File: config.mk
export PLATFORM = sky130hd
export DESIGN_NAME = iicmb_wb_regblock_flat
export DESIGN_NICKNAME = d
export VERILOG_FILES = /design/src/rtl/iicmb_wb_regblock_if.sv /design/src/rtl/iicmb_wb_regblock.sv /design/src/flat_wrapper.sv
export SDC_FILE = /design/constraint.sdc
export NUM_CORES = 1
export LEC_CHECK = 0
export CAP_MARGIN = 5
export CELL_PAD_IN_SITES_DETAIL_PLACEMENT = 1
export CELL_PAD_IN_SITES_GLOBAL_PLACEMENT = 2
export CORE_MARGIN = 1
export CORE_UTILIZATION = 28
export DETAILED_ROUTE_END_ITERATION = 12
export PLACE_DENSITY = 0.87
export SLEW_MARGIN = 15
export SYNTH_ARGS = -nofsm -noshare
export SYNTH_HDL_FRONTEND = slang
export SYNTH_SLANG_ARGS = --single-unit
File: constraint.sdc
create_clock -name clk_i -period 1.6 [get_ports clk_i]
set_clock_uncertainty 0.05 [all_clocks]
set_input_delay 0.32 -clock clk_i [delete_from_list [all_inputs] [get_ports clk_i]]
set_output_delay 0.32 -clock clk_i [all_outputs]
set_load 0.05 [all_outputs]
File: src/rtl/iicmb_wb_regblock_if.sv
// Wishbone classic slave bus between the host (master) and the register block.
interface iicmb_wb_regblock_if;
    logic       cyc_i;
    logic       stb_i;
    logic       we_i;
    logic [1:0] adr_i;
    logic [7:0] dat_i;
    logic [7:0] dat_o;
    logic       ack_o;

    modport master (output cyc_i, stb_i, we_i, adr_i, dat_i, input dat_o, ack_o);
    modport slave  (input cyc_i, stb_i, we_i, adr_i, dat_i, output dat_o, ack_o);
endinterface

File: src/rtl/iicmb_wb_regblock.sv
// Wishbone register block of the I2C multi-bus controller: CSR/DPR/CMDR/FSMR,
// command handoff to the byte engine, completion status capture and interrupt.
module iicmb_wb_regblock #(
    parameter int NUM_BUSES = 16
) (
    input  logic                 clk_i,
    input  logic                 rst_i,
    iicmb_wb_regblock_if.slave   wb,
    output logic                 irq,
    output logic                 en_o,
    output logic                 cmd_valid_o,
    output logic [2:0]           cmd_code_o,
    output logic [7:0]           cmd_data_o,
    input  logic                 cmd_ready_i,
    input  logic                 rsp_valid_i,
    input  logic [1:0]           rsp_code_i,
    input  logic [7:0]           rsp_data_i,
    input  logic                 bus_busy_i,
    input  logic                 bus_captured_i,
    input  logic [7:0]           fsm_state_i
);

    localparam logic [7:0] NUM_BUSES_B = 8'(NUM_BUSES);

    typedef enum logic [1:0] {ST_IDLE, ST_ISSUE, ST_WAIT} state_t;

    state_t     state_q, state_d;
    logic       ack_q;
    logic [7:0] dat_q;
    logic       e_q, ie_q, pending_q;
    logic [3:0] bus_id_q;
    logic [7:0] tx_q, rx_q;
    logic [3:0] status_q;
    logic [2:0] code_q;
    logic [7:0] data_q;
    logic [7:0] rd_data;

    logic access, wr, rd;
    logic csr_wr, dpr_wr, cmdr_wr, cmdr_rd;
    logic e_clear, cmd_accept, cmd_bad, rsp_take;

    // A strobe is only sampled while ack is low, giving one access per two cycles.
    assign access     = wb.cyc_i & wb.stb_i & ~ack_q;
    assign wr         = access & wb.we_i;
    assign rd         = access & ~wb.we_i;
    assign csr_wr     = wr & (wb.adr_i == 2'd0);
    assign dpr_wr     = wr & (wb.adr_i == 2'd1);
    assign cmdr_wr    = wr & (wb.adr_i == 2'd2);
    assign cmdr_rd    = rd & (wb.adr_i == 2'd2);
    assign e_clear    = csr_wr & e_q & ~wb.dat_i[7];
    assign cmd_accept = cmdr_wr & e_q & (state_q == ST_IDLE);
    assign cmd_bad    = (wb.dat_i[2:0] == 3'd7) |
                        ((wb.dat_i[2:0] == 3'd6) & (tx_q >= NUM_BUSES_B));
    assign rsp_take   = (state_q == ST_WAIT) & rsp_valid_i;

    assign wb.ack_o    = ack_q;
    assign wb.dat_o    = dat_q;
    assign en_o        = e_q;
    assign irq         = pending_q & ie_q & e_q;
    assign cmd_valid_o = (state_q == ST_ISSUE);
    assign cmd_code_o  = code_q;
    assign cmd_data_o  = data_q;

    always_comb begin
        rd_data = 8'h00;
        case (wb.adr_i)
            2'd0: rd_data = {e_q, ie_q, bus_busy_i, bus_captured_i, bus_id_q};
            2'd1: rd_data = rx_q;
            2'd2: rd_data = {status_q, 1'b0, code_q};
            2'd3: rd_data = fsm_state_i;
            default: rd_data = 8'h00;
        endcase
    end

    always_comb begin
        state_d = state_q;
        case (state_q)
            ST_IDLE:  if (cmd_accept && !cmd_bad) state_d = ST_ISSUE;
            ST_ISSUE: if (cmd_ready_i)            state_d = ST_WAIT;
            ST_WAIT:  if (rsp_valid_i)            state_d = ST_IDLE;
            default:                              state_d = ST_IDLE;
        endcase
        // Disabling the core abandons any command in progress.
        if (e_clear) state_d = ST_IDLE;
    end

    always_ff @(posedge clk_i or negedge rst_i) begin
        if (!rst_i) begin
            state_q <= ST_IDLE;
            ack_q   <= 1'b0;
            dat_q   <= 8'h00;
        end else begin
            state_q <= state_d;
            ack_q   <= access;
            if (rd) dat_q <= rd_data;
        end
    end

    always_ff @(posedge clk_i or negedge rst_i) begin
        if (!rst_i) begin
            e_q       <= 1'b0;
            ie_q      <= 1'b0;
            pending_q <= 1'b0;
            bus_id_q  <= 4'd0;
            tx_q      <= 8'h00;
            rx_q      <= 8'h00;
            status_q  <= 4'b1000;
            code_q    <= 3'd0;
            data_q    <= 8'h00;
        end else begin
            if (csr_wr) begin
                e_q  <= wb.dat_i[7];
                ie_q <= wb.dat_i[6];
            end
            if (dpr_wr && state_q == ST_IDLE) tx_q <= wb.dat_i;
            if (cmdr_rd) pending_q <= 1'b0;
            if (cmd_accept) begin
                code_q   <= wb.dat_i[2:0];
                data_q   <= tx_q;
                status_q <= cmd_bad ? 4'b0001 : 4'b0000;
                if (cmd_bad) pending_q <= 1'b1;
            end
            // A completion arriving with a CMDR read still sets pending.
            if (rsp_take) begin
                status_q  <= status_q | (4'b1000 >> rsp_code_i);
                pending_q <= 1'b1;
                if (rsp_code_i == 2'd0 && code_q[2:1] == 2'b01) rx_q <= rsp_data_i;
                if (rsp_code_i == 2'd0 && code_q == 3'd6) bus_id_q <= data_q[3:0];
            end
            if (e_clear) begin
                status_q  <= 4'b1000;
                code_q    <= 3'd0;
                pending_q <= 1'b0;
                tx_q      <= 8'h00;
                rx_q      <= 8'h00;
            end
        end
    end

endmodule

File: src/flat_wrapper.sv
// flat-port wrapper written by rule: the top's interface ports become plain ports
module iicmb_wb_regblock_flat 
#(
    parameter int NUM_BUSES = 16
)
  (clk_i, rst_i, irq, en_o, cmd_valid_o, cmd_code_o, cmd_data_o, cmd_ready_i, rsp_valid_i, rsp_code_i, rsp_data_i, bus_busy_i, bus_captured_i, fsm_state_i, wb_cyc_i, wb_stb_i, wb_we_i, wb_adr_i, wb_dat_i, wb_dat_o, wb_ack_o);
  iicmb_wb_regblock_if wb_i ();
  input  logic clk_i;
  input  logic rst_i;
  output logic irq;
  output logic en_o;
  output logic cmd_valid_o;
  output logic [2:0] cmd_code_o;
  output logic [7:0] cmd_data_o;
  input  logic cmd_ready_i;
  input  logic rsp_valid_i;
  input  logic [1:0] rsp_code_i;
  input  logic [7:0] rsp_data_i;
  input  logic bus_busy_i;
  input  logic bus_captured_i;
  input  logic [7:0] fsm_state_i;
  input wire logic [$bits(wb_i.cyc_i)-1:0] wb_cyc_i;
  input wire logic [$bits(wb_i.stb_i)-1:0] wb_stb_i;
  input wire logic [$bits(wb_i.we_i)-1:0] wb_we_i;
  input wire logic [$bits(wb_i.adr_i)-1:0] wb_adr_i;
  input wire logic [$bits(wb_i.dat_i)-1:0] wb_dat_i;
  output wire logic [$bits(wb_i.dat_o)-1:0] wb_dat_o;
  output wire logic [$bits(wb_i.ack_o)-1:0] wb_ack_o;
  assign wb_i.cyc_i = wb_cyc_i;
  assign wb_i.stb_i = wb_stb_i;
  assign wb_i.we_i = wb_we_i;
  assign wb_i.adr_i = wb_adr_i;
  assign wb_i.dat_i = wb_dat_i;
  assign wb_dat_o = wb_i.dat_o;
  assign wb_ack_o = wb_i.ack_o;
  iicmb_wb_regblock #(.NUM_BUSES(NUM_BUSES)) u_core (.clk_i(clk_i), .rst_i(rst_i), .wb(wb_i), .irq(irq), .en_o(en_o), .cmd_valid_o(cmd_valid_o), .cmd_code_o(cmd_code_o), .cmd_data_o(cmd_data_o), .cmd_ready_i(cmd_ready_i), .rsp_valid_i(rsp_valid_i), .rsp_code_i(rsp_code_i), .rsp_data_i(rsp_data_i), .bus_busy_i(bus_busy_i), .bus_captured_i(bus_captured_i), .fsm_state_i(fsm_state_i));
endmodule
== Word level (Yosys, flattened, before mapping) ==
Cells that the tools add are included.
Operators by class
  equality and inequality tests: 12
  multiplexer cells: 22
  bitwise logic cells: 21
  add/subtract/negate cells: 0
  shifts and indexed selects: 1
  order comparisons: 1
  multiply operators: 0
  reductions and logical operators: 16
  div/mod/pow operators: 0
Operators with widths (count)
  8-bit two-way mux: 5
  8-bit one-hot mux with 4 select lines: 1
  1-bit bitwise AND: 16
  4-bit two-way mux: 3
  3-bit equality test (second input constant): 3
  8-bit by 5-bit greater-or-equal comparator with 1-bit output (second input constant): 1
  2-bit two-way mux: 4
  2-bit nonzero test: 4
  2-bit by 1-bit equality test with 1-bit output (second input constant): 3
  2-bit equality test (second input constant): 3
  2-bit zero test: 3
  1-bit two-way mux: 6
  3-bit two-way mux: 2
  3-bit by 2-bit != test with 1-bit output (second input constant): 2
  2-bit one-hot mux with 3 select lines: 1
  1-bit logical AND: 4
  4-bit bitwise OR: 1
  2-bit AND reduction: 2
  4-bit by 2-bit >> shifter with 4-bit output (first input constant): 1
  3-bit by 1-bit != test with 1-bit output (second input constant): 1
  1-bit NOT: 3
  3-bit AND reduction: 1
  3-bit nonzero test: 1
  1-bit zero test: 1
  1-bit bitwise OR: 1
Storage, ports and cells
  bits in writable memories: 0
  memories: 0
  input port bits: 37
  logic and storage cells: 85
  latch bits: 0
  register bits: 49
  ROM bits: 0
  output and inout port bits: 23

== Logic depth before layout (Yosys ltp) ==
  depth after elaboration: 10
  gate-level depth with buffers: 6
  gate-level depth less buffers: 4

== Least setup slack after synthesis ==
Ideal clock, no wire load.
  path kind: reg-to-reg
  start point: register u_core.ack_q (netlist: u_core.wb.ack_o)
  end point: register u_core.status_q[2]
  setup slack: -0.389 ns
  stages on the path, launching flop included: 7
  library setup time: 0.132 ns
  required time: 1.418 ns
  clock period less this slack: 1.989 ns
  buffers on the path: 2
  arrival: 1.807 ns
  cell sequence: dfrtp_1 -> nand4b_1 -> or4_1 -> clkbuf_2 -> clkbuf_8 -> a32oi_1 -> nor2_1
On the way
  longest elaborated chain between the ends: 7
  elaborated cells between the ends (all ways): 11
  classes of those cells: 1 x mux; 9 x bitwise; 1 x reduce/logical
RTL lines
  start, declared: line iicmb_wb_regblock.sv:28  | logic ack_q;
  start signal, assigned: line iicmb_wb_regblock.sv:94  | ack_q <= access;
  1-bit NOT *: line iicmb_wb_regblock.sv:43  | assign access = wb.cyc_i & wb.stb_i & ~ack_q;
  1-bit bitwise AND *: line iicmb_wb_regblock.sv:43
  1-bit bitwise AND *: line iicmb_wb_regblock.sv:44  | assign wr = access & wb.we_i;
  1-bit bitwise AND, on equally long branches: line iicmb_wb_regblock.sv:48, iicmb_wb_regblock.sv:46
  1-bit bitwise AND, on equally long branches (2 in series): line iicmb_wb_regblock.sv:51, iicmb_wb_regblock.sv:50
  3-bit nonzero test (no line) or 4-bit two-way mux (tied branches)
  end signal, assigned: line iicmb_wb_regblock.sv:120  | status_q <= cmd_bad ? 4'b0001 : 4'b0000;
  end signal, assigned: line iicmb_wb_regblock.sv:125  | status_q <= status_q | (4'b1000 >> rsp_code_i);
  end, declared: line iicmb_wb_regblock.sv:33  | logic [3:0] status_q;
Mark *: on every way between the ends. The rest lies on a longest branch, timed or not.
A chain may end at the register's enable or synchronous reset.

== Worst setup path in the final report ==
  start point: register u_core.ack_q (netlist: u_core.wb.ack_o)
  end point: register u_core.state_q[0]
On the way
  longest elaborated chain between the ends: 9
  elaborated cells between the ends (all ways): 15
  classes of those cells: 3 x eq/ne; 1 x mux; 9 x bitwise; 2 x reduce/logical
RTL lines
  1-bit NOT *: line iicmb_wb_regblock.sv:43
  1-bit bitwise AND *: line iicmb_wb_regblock.sv:43
  1-bit bitwise AND *: line iicmb_wb_regblock.sv:44
  1-bit bitwise AND: line iicmb_wb_regblock.sv:48  | assign cmdr_wr = wr & (wb.adr_i == 2'd2);
  1-bit bitwise AND (2 in series): line iicmb_wb_regblock.sv:51  | assign cmd_accept = cmdr_wr & e_q & (state_q == ST_IDLE);
  1-bit logical AND: line iicmb_wb_regblock.sv:78  | ST_IDLE: if (cmd_accept && !cmd_bad) state_d = ST_ISSUE;
  3-bit by 2-bit != test with 1-bit output (no line)
  3-bit AND reduction (no line)
  end signal, assigned: line iicmb_wb_regblock.sv:93  | state_q <= state_d;
  end, declared: line iicmb_wb_regblock.sv:27  | state_t state_q, state_d;
Marked as above.

==> impl_metrics.py <==
metrics = {
    "yosys": {
        "post-synth-top-count-cell": "dfrtp_1",
        "ys_types": 42,
        "syn_inst": 184,
        "yosysTopAreaCellShare_pct": 53.8,
        "yosysSeqAreaShare_pct": 54.9,
        "ys_top_cells_by_area": "dfrtp_1 54%, mux4_2 7.1%, nand2_1 5.4%",
        "ys_seq_elements": 49,
        "yosys_most_used_dff": "dfrtp_1",
        "synthTopCellsByCount": "48 x dfrtp_1, 32 x nand2_1, 17 x nor2_1",
        "syn_area_um2": 2230,
        "synth_edf_count": 0,
        "async_flop_share_pct": 100,
        "yosys_warnings": 0,
        "avgSynthCellArea_um2": 12.1,
        "synth_top_cell_by_area": "dfrtp_1",
        "synth_fp_nets": 221,
    },
    "global_routing": {
        "gr-total-overflow": 0,
        "grt_max_degree": 29,
        "grt_pass1_vias": 2080,
        "grt_pass1_wl_mm": 11.0,
        "grtUsageTotal_pct": 17.1,
        "antenna_found_initial": 0,
    },
    "job": {
        "max_cap_violations": 0,
    },
    "timing": {
        "layout_min_cycle_time_ns": 1.73,
        "fin_crit_sh_pct": 108,
        "worst_pin_slew_ns": 0.368,
        "max_freq_mhz": 580,
        "whs_ns": 0.389,
        "relSlewSlack_pct": 75.4,
        "rsz0062_at_grt": "true",
        "timing.final.hold_violations": 0,
        "layout_setup_ws_ns": -0.126,
        "final.setup.tns_ns": -1.73,
        "setup_viol": 34,
        "drv_slew": 0,
    },
    "die": {
        "initial_utilization_pct": 28.9,
        "core-area_um2": 7730,
        "die_w_um": 91.3,
        "die-area_um2": 8340,
        "row_count": 32,
        "die_y_um": 91.3,
        "ioPinCount": 60,
    },
    "power": {
        "intPower_mw": 2.40,
        "pwr-share-seq_pct": 44.9,
        "power.density_nw_per_um2": 957,
        "p_sw_share_pct": 33.2,
        "p_clk_share_pct": 20.1,
        "combPwrFrac_pct": 34.9,
        "power_switching_mw": 1.19,
        "ir_drop_uv": 383,
        "power_leakage_nw": 1.75,
    },
    "clocking": {
        "cts_buffer_depth": 2,
        "htreeDepth": 2,
        "root_buffer": "clkbuf_8",
        "clk_pin_slew_ns": 0.09,
        "cts_tree": "yes",
        "clock-sinks": 49,
        "worstSkewPairLatency_ns": 0.30,
        "numCtsBuffers": 5,
    },
    "placed_design": {
        "hpwl_mm": 4.71,
        "gp_congestion": 0.787,
        "io_buffers": 59,
    },
    "critical_path": {
        "rrSetupSlack_ns": -0.13,
        "cpPeakStageDelay_ns": 0.53,
        "worst-setup-path-type": "flop to flop",
        "path_max_fanout": 4,
        "reg2reg_depth": 5,
        "crit_required_ns": 1.78,
        "r2r-start": "u_core.wb.ack_o",
        "crit_path_end": "u_core.state_q[0]",
        "startpoint": "u_core.wb.ack_o",
        "crit_arrival_ns": 1.90,
        "cp_slowest_cell": "or4_4",
        "cp-end-kind": "flop",
        "rr_endpoint": "u_core.state_q[0]",
        "crit_path_cell_trace": "nand4b_1, or4_4, buf_6, o22ai_4, nor3b_2",
        "worst_setup_path_start_kind": "flop",
    },
    "outcome": {
        "status": "finished with violations",
        "violations": "negative setup slack",
    },
    "routing": {
        "drt_drc_violations_left": 0,
        "drtIter0Drc": 69,
        "num_vias": 1847,
        "firstDrtPassIters": 4,
        "drt_wl_total_mm": 6.54,
        "ant_nets": 0,
        "viasPerCell": 4.78,
        "post_drt_wl_per_cell_um": 16.9,
    },
    "worst_hold_path": {
        "min_path_type": "input pin to flop",
    },
    "finish": {
        "syn_to_final_growth_pct": 67.7,
        "seqCellArea_um2": 1230,
        "fin_nets": 320,
        "num_antenna_cells": 0,
        "fill_cells": 793,
        "post-route-util_pct": 48.5,
        "drive_above_1_share_pct": 45.1,
        "multiInputGateArea_um2": 1060,
    },
}
## power by group through the flow
stage | registers, mW | logic (mW) | clock network (mW)
final | 1.61 | 1.25 | 0.722
after global routing | 1.63 | 1.32 | 0.793
after CTS | 1.60 | 1.25 | 0.746
after detailed placement | 1.61 | 1.21 | 0
after global placement | 1.61 | 1.19 | 0
after floorplan | 1.85 | 0.256 | 0
## worst min path at each step
stage / from / endpoint / slack (ns) / cells past startpoint
after CTS: wb_stb_i / u_core.wb.ack_o / 0.38 / 3
after global placement: rst_i / u_core.wb.dat_o[5] / 0.28 / 2
after floorplan: rst_i / u_core.bus_id_q[0] / -0.03 / 0
after detailed placement: rst_i / u_core.wb.dat_o[5] / 0.28 / 2
final: wb_stb_i / u_core.wb.ack_o / 0.39 / 3
after global routing: wb_stb_i / u_core.wb.ack_o / 0.41 / 3
## stage by stage
| step | std cells | area (um^2) | setup slack [ns] | total power [mW] |
|---|---|---|---|---|
| 6_report | 386 | 3750 | -0.126 | 3.59 |
| 3_5_place_dp | 368 | 3410 | -0.517 | 2.82 |
| 4_1_cts | 386 | 3700 | -0.122 | 3.60 |
| 2_1_floorplan | 184 | 2280 | -0.218 | 2.11 |
| 5_1_grt | 386 | 3750 | -0.201 | 3.75 |
| 3_3_place_gp | 368 | 3410 | -0.454 | 2.79 |
## logic make-up (layout without fill, tap and decap cells)
| kind of cell | Yosys count | after routing | synth area share (%) |
|---|---|---|---|
| mux | 28 | 28 | 17.9 |
| simple gates | 68 | 68 | 15.6 |
| flops | 49 | 49 | 54.9 |
| compound gates | 25 | 25 | 8.34 |
| buf+inv | 14 | 114 | 3.25 |
## timing repair
item,in CTS,in global routing
endpoints found under the setup margin,46,37
hold buffers,1,0
setup buffers,8,1
hold endpoints to repair,48,0
pin swaps,18,12
resized for setup,33,16
cloned,1,0
## registers in the layout, summed over array words and instances (netlist names)
signal,cells
u_core.status_q,4
u_core.wb.dat_o,8
u_core.en_o,1
u_core.wb.ack_o,1
u_core.pending_q,1
u_core.bus_id_q,4
u_core.tx_q,8
u_core.ie_q,1
u_core.cmd_data_o,8
u_core.rx_q,8
u_core.cmd_code_o,3
u_core.state_q,2
## critical path, delay by kind of cell, from the launching register on
kind / cells / cell delay [ns]
AO/OA/AOI/OAI: 1 / 0.08
buffers and inverters: 1 / 0.16
flip-flops: 1 / 0.40
AND/OR/NAND/NOR: 3 / 0.96
## routing by layer
| layer | track usage, % | vias up | share of wire [%] | wire [um] |
|---|---|---|---|---|
| met1 | 21.2 | 945 | 43 | 2780 |
| met3 | 3.02 | 6 | 3.7 | 245 |
| li1 | - | 850 | - | - |
| met5 | 0 | - | 0 | 0 |
| met2 | 30.7 | 46 | 53 | 3450 |
| met4 | 3.97 | 0 | 0.93 | 61 |
## layout make-up
class | count | share of cell area, %
clock buffers | 5 | 1.84
inverters | 3 | 0.301
multi-input cells | 121 | 28.4
flip-flops and latches | 49 | 32.8
repair buffers | 103 | 32.8
clock inverters | 3 | 0.467
well taps | 102 | 3.41
## cells in the final DEF (no fill, tap or decap), types with 2 or more instances in the layout
| cell type | instances |
|---|---|
| dfrtp_1 | 46 |
| a22o_1 | 8 |
| mux2i_1 | 7 |
| inv_1 | 2 |
| clkdlybuf4s50_1 | 26 |
| buf_6 | 10 |
| buf_4 | 29 |
| mux2_4 | 4 |
| dfrtp_2 | 2 |
| dlygate4sd2_1 | 9 |
| nor2_1 | 15 |
| mux2_2 | 10 |
| buf_12 | 25 |
| nand2_2 | 8 |
| nand2_1 | 23 |
| mux4_2 | 7 |
| and4bb_2 | 2 |
| clkbuf_8 | 5 |
| clkinv_2 | 2 |
| a21oi_1 | 6 |
| nand3b_1 | 3 |
No activity file was read; power rests on OpenSTA's default activity.
